<file path="src/rtl/dds_pkg.sv">
// Shared constants and types for the DDS frequency-sweep sequencer.
package dds_pkg;

    localparam int KW = 32;
    localparam int PW = 11;
    localparam int DW = 16;

    typedef enum logic [1:0] {
        MODE_SINGLE = 2'd0,
        MODE_SAW    = 2'd1,
        MODE_TRI    = 2'd2
    } mode_e;

    typedef enum logic [1:0] {
        ST_IDLE = 2'd0,
        ST_UP   = 2'd1,
        ST_DOWN = 2'd2
    } state_e;

    // The reserved encoding 3 behaves as a single-up sweep.
    function automatic mode_e decode_mode(input logic [1:0] m);
        case (m)
            2'd1:    return MODE_SAW;
            2'd2:    return MODE_TRI;
            default: return MODE_SINGLE;
        endcase
    endfunction

endpackage

</file>
<file path="src/rtl/dds_dwell_timer.sv">
// Dwell timer: pulses expire on the last of max(load,1) enabled cycles, then restarts.
module dds_dwell_timer #(
    parameter int DW = 16
) (
    input  logic          clk,
    input  logic          rst_n,
    input  logic [DW-1:0] load,
    input  logic          clear,
    input  logic          en,
    output logic          expire
);

    logic [DW-1:0] cnt;
    logic [DW-1:0] last;

    // A dwell of 0 is held for one cycle, the same as a dwell of 1.
    assign last   = (load == '0) ? '0 : load - DW'(1);
    assign expire = en && !clear && (cnt == last);

    // NOTE: sequential state uses non-blocking assignments so every register samples pre-edge values.
    always_ff @(posedge clk or negedge rst_n) begin
        if (!rst_n)
            cnt <= '0;
        else if (clear)
            cnt <= '0;
        else if (en)
            cnt <= expire ? '0 : cnt + DW'(1);
    end

endmodule

</file>
<file path="src/rtl/dds_sweep_ctrl.sv">
// DDS sweep sequencer driving K/P from a registered start/stop/step/dwell config.
// Optional macro DDS_SWEEP_CNT_EN adds the saturating sweep_cnt output.
module dds_sweep_ctrl #(
    parameter int KW = dds_pkg::KW,
    parameter int PW = dds_pkg::PW,
    parameter int DW = dds_pkg::DW
) (
    input  logic          clk,
    input  logic          rst_n,
    input  logic          cfg_valid,
    output logic          cfg_ready,
    input  logic [KW-1:0] cfg_k_start,
    input  logic [KW-1:0] cfg_k_stop,
    input  logic [KW-1:0] cfg_k_step,
    input  logic [DW-1:0] cfg_dwell,
    input  logic [1:0]    cfg_mode,
    input  logic [PW-1:0] cfg_phase,
    input  logic          start,
    input  logic          abort,
    output logic [KW-1:0] k_out,
    output logic [PW-1:0] p_out,
    output logic          busy,
    output logic          done,
    output logic          wrap,
    output logic          err
`ifdef DDS_SWEEP_CNT_EN
  , output logic [15:0]   sweep_cnt
`endif
);

    import dds_pkg::*;

    logic [KW-1:0] k_start_r, k_stop_r, k_step_r;
    logic [DW-1:0] dwell_r;
    logic [PW-1:0] phase_r;
    mode_e         mode_r;
    state_e        state;

    logic [KW:0]   up_sum, dn_diff;
    logic          up_ok, dn_ok, up_refl_ok, dn_refl_ok, start_ok, turn, expire;

    assign cfg_ready = !busy;

    dds_dwell_timer #(.DW(DW)) u_dwell (
        .clk    (clk),
        .rst_n  (rst_n),
        .load   (dwell_r),
        .clear  ((state == ST_IDLE) || abort),
        .en     (state != ST_IDLE),
        .expire (expire)
    );

    // NOTE: every always_comb output is assigned before any branch, so no latch can be inferred.
    always_comb begin
        up_sum     = {1'b0, k_out} + {1'b0, k_step_r};
        dn_diff    = {1'b0, k_out} - {1'b0, k_step_r};
        // A zero step never counts as progress, so a sweep with step 0 turns every dwell.
        up_ok      = !up_sum[KW] && (up_sum[KW-1:0] <= k_stop_r) && (k_step_r != '0);
        dn_ok      = !dn_diff[KW] && (dn_diff[KW-1:0] >= k_start_r) && (k_step_r != '0);
        up_refl_ok = !dn_diff[KW] && (dn_diff[KW-1:0] >= k_start_r) && (dn_diff[KW-1:0] <= k_stop_r);
        dn_refl_ok = !up_sum[KW] && (up_sum[KW-1:0] >= k_start_r) && (up_sum[KW-1:0] <= k_stop_r);
        start_ok   = (k_start_r <= k_stop_r);
        turn       = expire && (((state == ST_UP) && !up_ok) || ((state == ST_DOWN) && !dn_ok));
    end

    always_ff @(posedge clk or negedge rst_n) begin
        if (!rst_n) begin
            k_start_r <= '0;
            k_stop_r  <= '0;
            k_step_r  <= '0;
            dwell_r   <= '0;
            phase_r   <= '0;
            mode_r    <= MODE_SINGLE;
            state     <= ST_IDLE;
            k_out     <= '0;
            p_out     <= '0;
            busy      <= 1'b0;
            done      <= 1'b0;
            wrap      <= 1'b0;
            err       <= 1'b0;
        end else begin
            done <= 1'b0;
            wrap <= 1'b0;
            err  <= 1'b0;

            if (cfg_valid && !busy) begin
                k_start_r <= cfg_k_start;
                k_stop_r  <= cfg_k_stop;
                k_step_r  <= cfg_k_step;
                dwell_r   <= cfg_dwell;
                phase_r   <= cfg_phase;
                mode_r    <= decode_mode(cfg_mode);
            end

            if (abort) begin
                state <= ST_IDLE;
                busy  <= 1'b0;
                k_out <= '0;
                p_out <= '0;
            end else begin
                case (state)
                    ST_IDLE: begin
                        if (start) begin
                            if (!start_ok) begin
                                err <= 1'b1;
                            end else begin
                                state <= ST_UP;
                                busy  <= 1'b1;
                                k_out <= k_start_r;
                                p_out <= phase_r;
                            end
                        end
                    end
                    ST_UP: begin
                        if (turn) begin
                            case (mode_r)
                                MODE_SAW: begin
                                    k_out <= k_start_r;
                                    wrap  <= 1'b1;
                                end
                                MODE_TRI: begin
                                    state <= ST_DOWN;
                                    wrap  <= 1'b1;
                                    if (up_refl_ok)
                                        k_out <= dn_diff[KW-1:0];
                                end
                                default: begin
                                    state <= ST_IDLE;
                                    busy  <= 1'b0;
                                    done  <= 1'b1;
                                end
                            endcase
                        end else if (expire) begin
                            k_out <= up_sum[KW-1:0];
                        end
                    end
                    ST_DOWN: begin
                        // Only a triangle sweep ever runs downward.
                        if (turn) begin
                            state <= ST_UP;
                            wrap  <= 1'b1;
                            if (dn_refl_ok)
                                k_out <= up_sum[KW-1:0];
                        end else if (expire) begin
                            k_out <= dn_diff[KW-1:0];
                        end
                    end
                    default: state <= ST_IDLE;
                endcase
            end
        end
    end

`ifdef DDS_SWEEP_CNT_EN
    always_ff @(posedge clk or negedge rst_n) begin
        if (!rst_n)
            sweep_cnt <= '0;
        else if (!abort && (state == ST_IDLE) && start && start_ok)
            sweep_cnt <= '0;
        else if (!abort && turn && (sweep_cnt != 16'hFFFF))
            sweep_cnt <= sweep_cnt + 16'd1;
    end
`endif

endmodule

</file>
<file path="config.mk">
export PLATFORM = sky130hd
export DESIGN_NAME = dds_sweep_ctrl
export DESIGN_NICKNAME = d
export VERILOG_FILES = /design/src/rtl/dds_pkg.sv /design/src/rtl/dds_dwell_timer.sv /design/src/rtl/dds_sweep_ctrl.sv
export SDC_FILE = /design/constraint.sdc
export NUM_CORES = 1
export LEC_CHECK = 0
export ABC_AREA = 1
export ABC_CLOCK_PERIOD_IN_PS = 11800
export CAP_MARGIN = 10
export CELL_PAD_IN_SITES_DETAIL_PLACEMENT = 0
export CELL_PAD_IN_SITES_GLOBAL_PLACEMENT = 1
export CORE_MARGIN = 5
export CORE_UTILIZATION = 43
export DETAILED_ROUTE_END_ITERATION = 7
export HOLD_SLACK_MARGIN = 0.05
export PLACE_DENSITY = 0.86
export SYNTH_ARGS = -nofsm -noshare
export SYNTH_HDL_FRONTEND = slang
export SYNTH_SLANG_ARGS = --single-unit
</file>
<file path="constraint.sdc">
create_clock -name clk -period 11.8 [get_ports clk]
set_input_delay 3.54 -clock clk [delete_from_list [all_inputs] [get_ports clk]]
set_output_delay 3.54 -clock clk [all_outputs]
set_load 0.05 [all_outputs]
</file>
==> metrics <==
status=complete, no violations; RSZ-0062 raised after global routing=false; Die ar.=~47000 sq um; via count=18.80k; Placed Area=between 20000 and 25000 sq um; clk buf depth=2; GPL Wtd Cong=0.9759; vias in the first global route=18.36k; Fin. Hold Viols=0; f_max=0.1566 GHz; Max Fanout on Critical Path=48; CP Capture Type=register; Net count, final=3263; Crit path required time=12250 ps; post-synth top area share=a little over a quarter; WL final=68540 microns; mux cell area share after synthesis=0%; Initial Utilization=43.42%; port bufs=roughly 180; first-pass GRT wire length=~110000 microns; WHS Path Cells=2; Worst EP arrival=~6800 ps; die height=~220 microns; initial DRC count=1865; Post-synth ARST share=100.0%; fraction of layout cells with a size suffix above 1=under 10%; post-synthesis xor/xnor area fraction=2.212%; Yosys Warn Count=0; Synth Area in Compound Gates=13.69%; Die Width=215.8 microns; Synth Cell Area=roughly 18000 sq um; fin crit period=~6400 ps; row count=75; core footprint=41950 sq um; Final Core Density=49.74%; Pre-Repair DR Iteration Count=6; main combinational cell family by area after synthesis=simple AND/OR/NAND/NOR gates; clock latency on the worst-skew pair=520 ps; Post-DP HPWL=~55000 microns; Post-CTS Hold Fix Bufs=0; main flop type after synthesis=dfrtp_1; clock root cell=clkbuf_16; final worst-path cycle share=54.13%; Final Slew Violations=0; vias per cell=5.445; post-CTS setup buffer count=0; n_diodes=0; IO Pins=178; crit start category=register; clock skew=21.07 ps; Net Count, Synth=3158; gr ovfl total=0; max_slew headroom=between 20% and 30%; area grow syn2layout=14.55%; Clock transition at path regs=70 ps; cell mode on critical path=nand2_1; pin count of the biggest net entering global routing=approximately 150; antenna violations before repair=0; fin area=20860 sq um; final setup vio count=0; dpl cells=3420; synthesis-stage register bit count=190; TNS Setup=0 ps; syn avg cell area=6.516 sq um; gr usage total=29.21%; TritonCTS clock tree=built; Max Cap Viol=0; CTS Buf Count=17; Setup CP Type=reg2reg; hold crit path type=reg2reg; CP peak stage delay=about 670 ps; DR WL/cell=between 15 and 20 microns; dominant cells by area after synthesis=dfrtp_1 26%, nand2_1 17%, ha_1 16%, inv_1 7.8%, nand3_1 6.9%; post-synthesis cell count=around 2.8k; htree depth=4; top post-synthesis cells by count=849 x nand2_1, 379 x inv_1, 251 x nand3_1; Clock Sinks=190; Worst Reg-to-Reg Cells=32; simple-gate portion of the synthesized area=31.40%; cells resized by post-CTS repair=0; Tightest Pin Transition=1068 ps; Post-synth EDFFs=0; Residual DRC=0; post-synthesis adder-cell area fraction=16.09%; Crit-path slowest cell=xor2_1; number of cells in the finished layout apart from fillers=3452; most common cell in the netlist=nand2_1; ANT nets after route=0; post-synthesis sequential area ratio=about a quarter; Synth area leader=dfrtp_1; Cell variety after synth=between 40 and 50
[final timing paths]
| path | from | endpoint | slack, ps |
|---|---|---|---|
| max reg2reg | k_step_r[4] | k_out[8] | 5410 |
| min reg2reg | phase_r[5] | phase_r[5] | 490 |
| max | k_step_r[4] | k_out[8] | 5410 |
| max in group asynchronous | rst_n | k_stop_r[21] | 7330 |
| min | phase_r[5] | phase_r[5] | 490 |
| min in group asynchronous | rst_n | dwell_r[12] | 3000 |
[kinds of logic after synthesis]
| kind of cell | after synthesis |
|---|---|
| simple gates | 1369 |
| buf+inv | 486 |
| compound gates | 471 |
| fa+ha+maj | 233 |
| flops | 190 |
| xor+xnor | 46 |
[placed cells by master, fill, tap and decap left out, drive strengths merged, types with 3 or more instances in the layout]
master | Yosys | routed
o31ai | 4 | 4
a31oi | 4 | 4
o21a | 11 | 11
nand2 | 854 | 854
nand4 | 32 | 32
a21oi | 204 | 204
clkbuf | 57 | 18
nor4 | 9 | 9
o211ai | 6 | 6
and2 | 3 | 3
inv | 381 | 388
dfrtp | 190 | 190
ha | 231 | 231
clkinvlp | 0 | 3
a21o | 6 | 6
clkdlybuf4s50 | 0 | 176
nor2 | 182 | 182
buf | 46 | 12
o21bai | 11 | 11
nand3b | 4 | 4
clkinv | 2 | 6
o21ai | 215 | 215
a21boi | 5 | 5
xor2 | 46 | 46
or2 | 5 | 5
nor3 | 23 | 23
nand3 | 252 | 252
[metrics by stage]
step	setup WS (ps)	hold slack [ps]
after floorplan	6682	449.2
after detailed placement	5157	466.3
final	5413	485.9
after CTS	5480	487.2
after global routing	5003	515.2
after global placement	5264	463.3
[layout make-up]
class                      instances  area [sq um]
inverter                         383          1443
sequential                       190          4755
clock buffer                      17         425.4
timing repair buffer             189          1866
multi-input combinational       2119         11550
tap                              539         674.4
clock inverter                    15         153.9
fill                            4307         21080
[state kept, by name, indices dropped and copies added (netlist names)]
name         cells
busy             1
done             1
dwell_r         16
err              1
k_out           32
k_start_r       32
k_step_r        32
k_stop_r        32
mode_r           2
p_out           11
phase_r         11
state            2
u_dwell.cnt     16
wrap             1
[layer usage]
layer / global-route usage, % / routed length, microns / up-vias
met5: 0 / 0 / -
met4: 8.790 / 1548 / 0
met3: 5.493 / 4696 / 77
met2: 45.80 / 30470 / 630
li1: - / - / 9235
met1: 41.07 / 31820 / 8854
[critical path, delay by kind of cell (launching register included)]
| family | cells | cell delay, ps |
|---|---|---|
| AOI/OAI and AO/OA | 5 | 1100 |
| xor gates and xnor gates | 1 | 670 |
| adders and majority gates | 2 | 810 |
| buffers and inverters | 4 | 560 |
| DFF | 1 | 490 |
| and+or+nand+nor | 20 | 2620 |
Power is left out: the tool's default activity adds up to more than one toggle a clock period on the data nets, which glitch-free logic cannot reach.
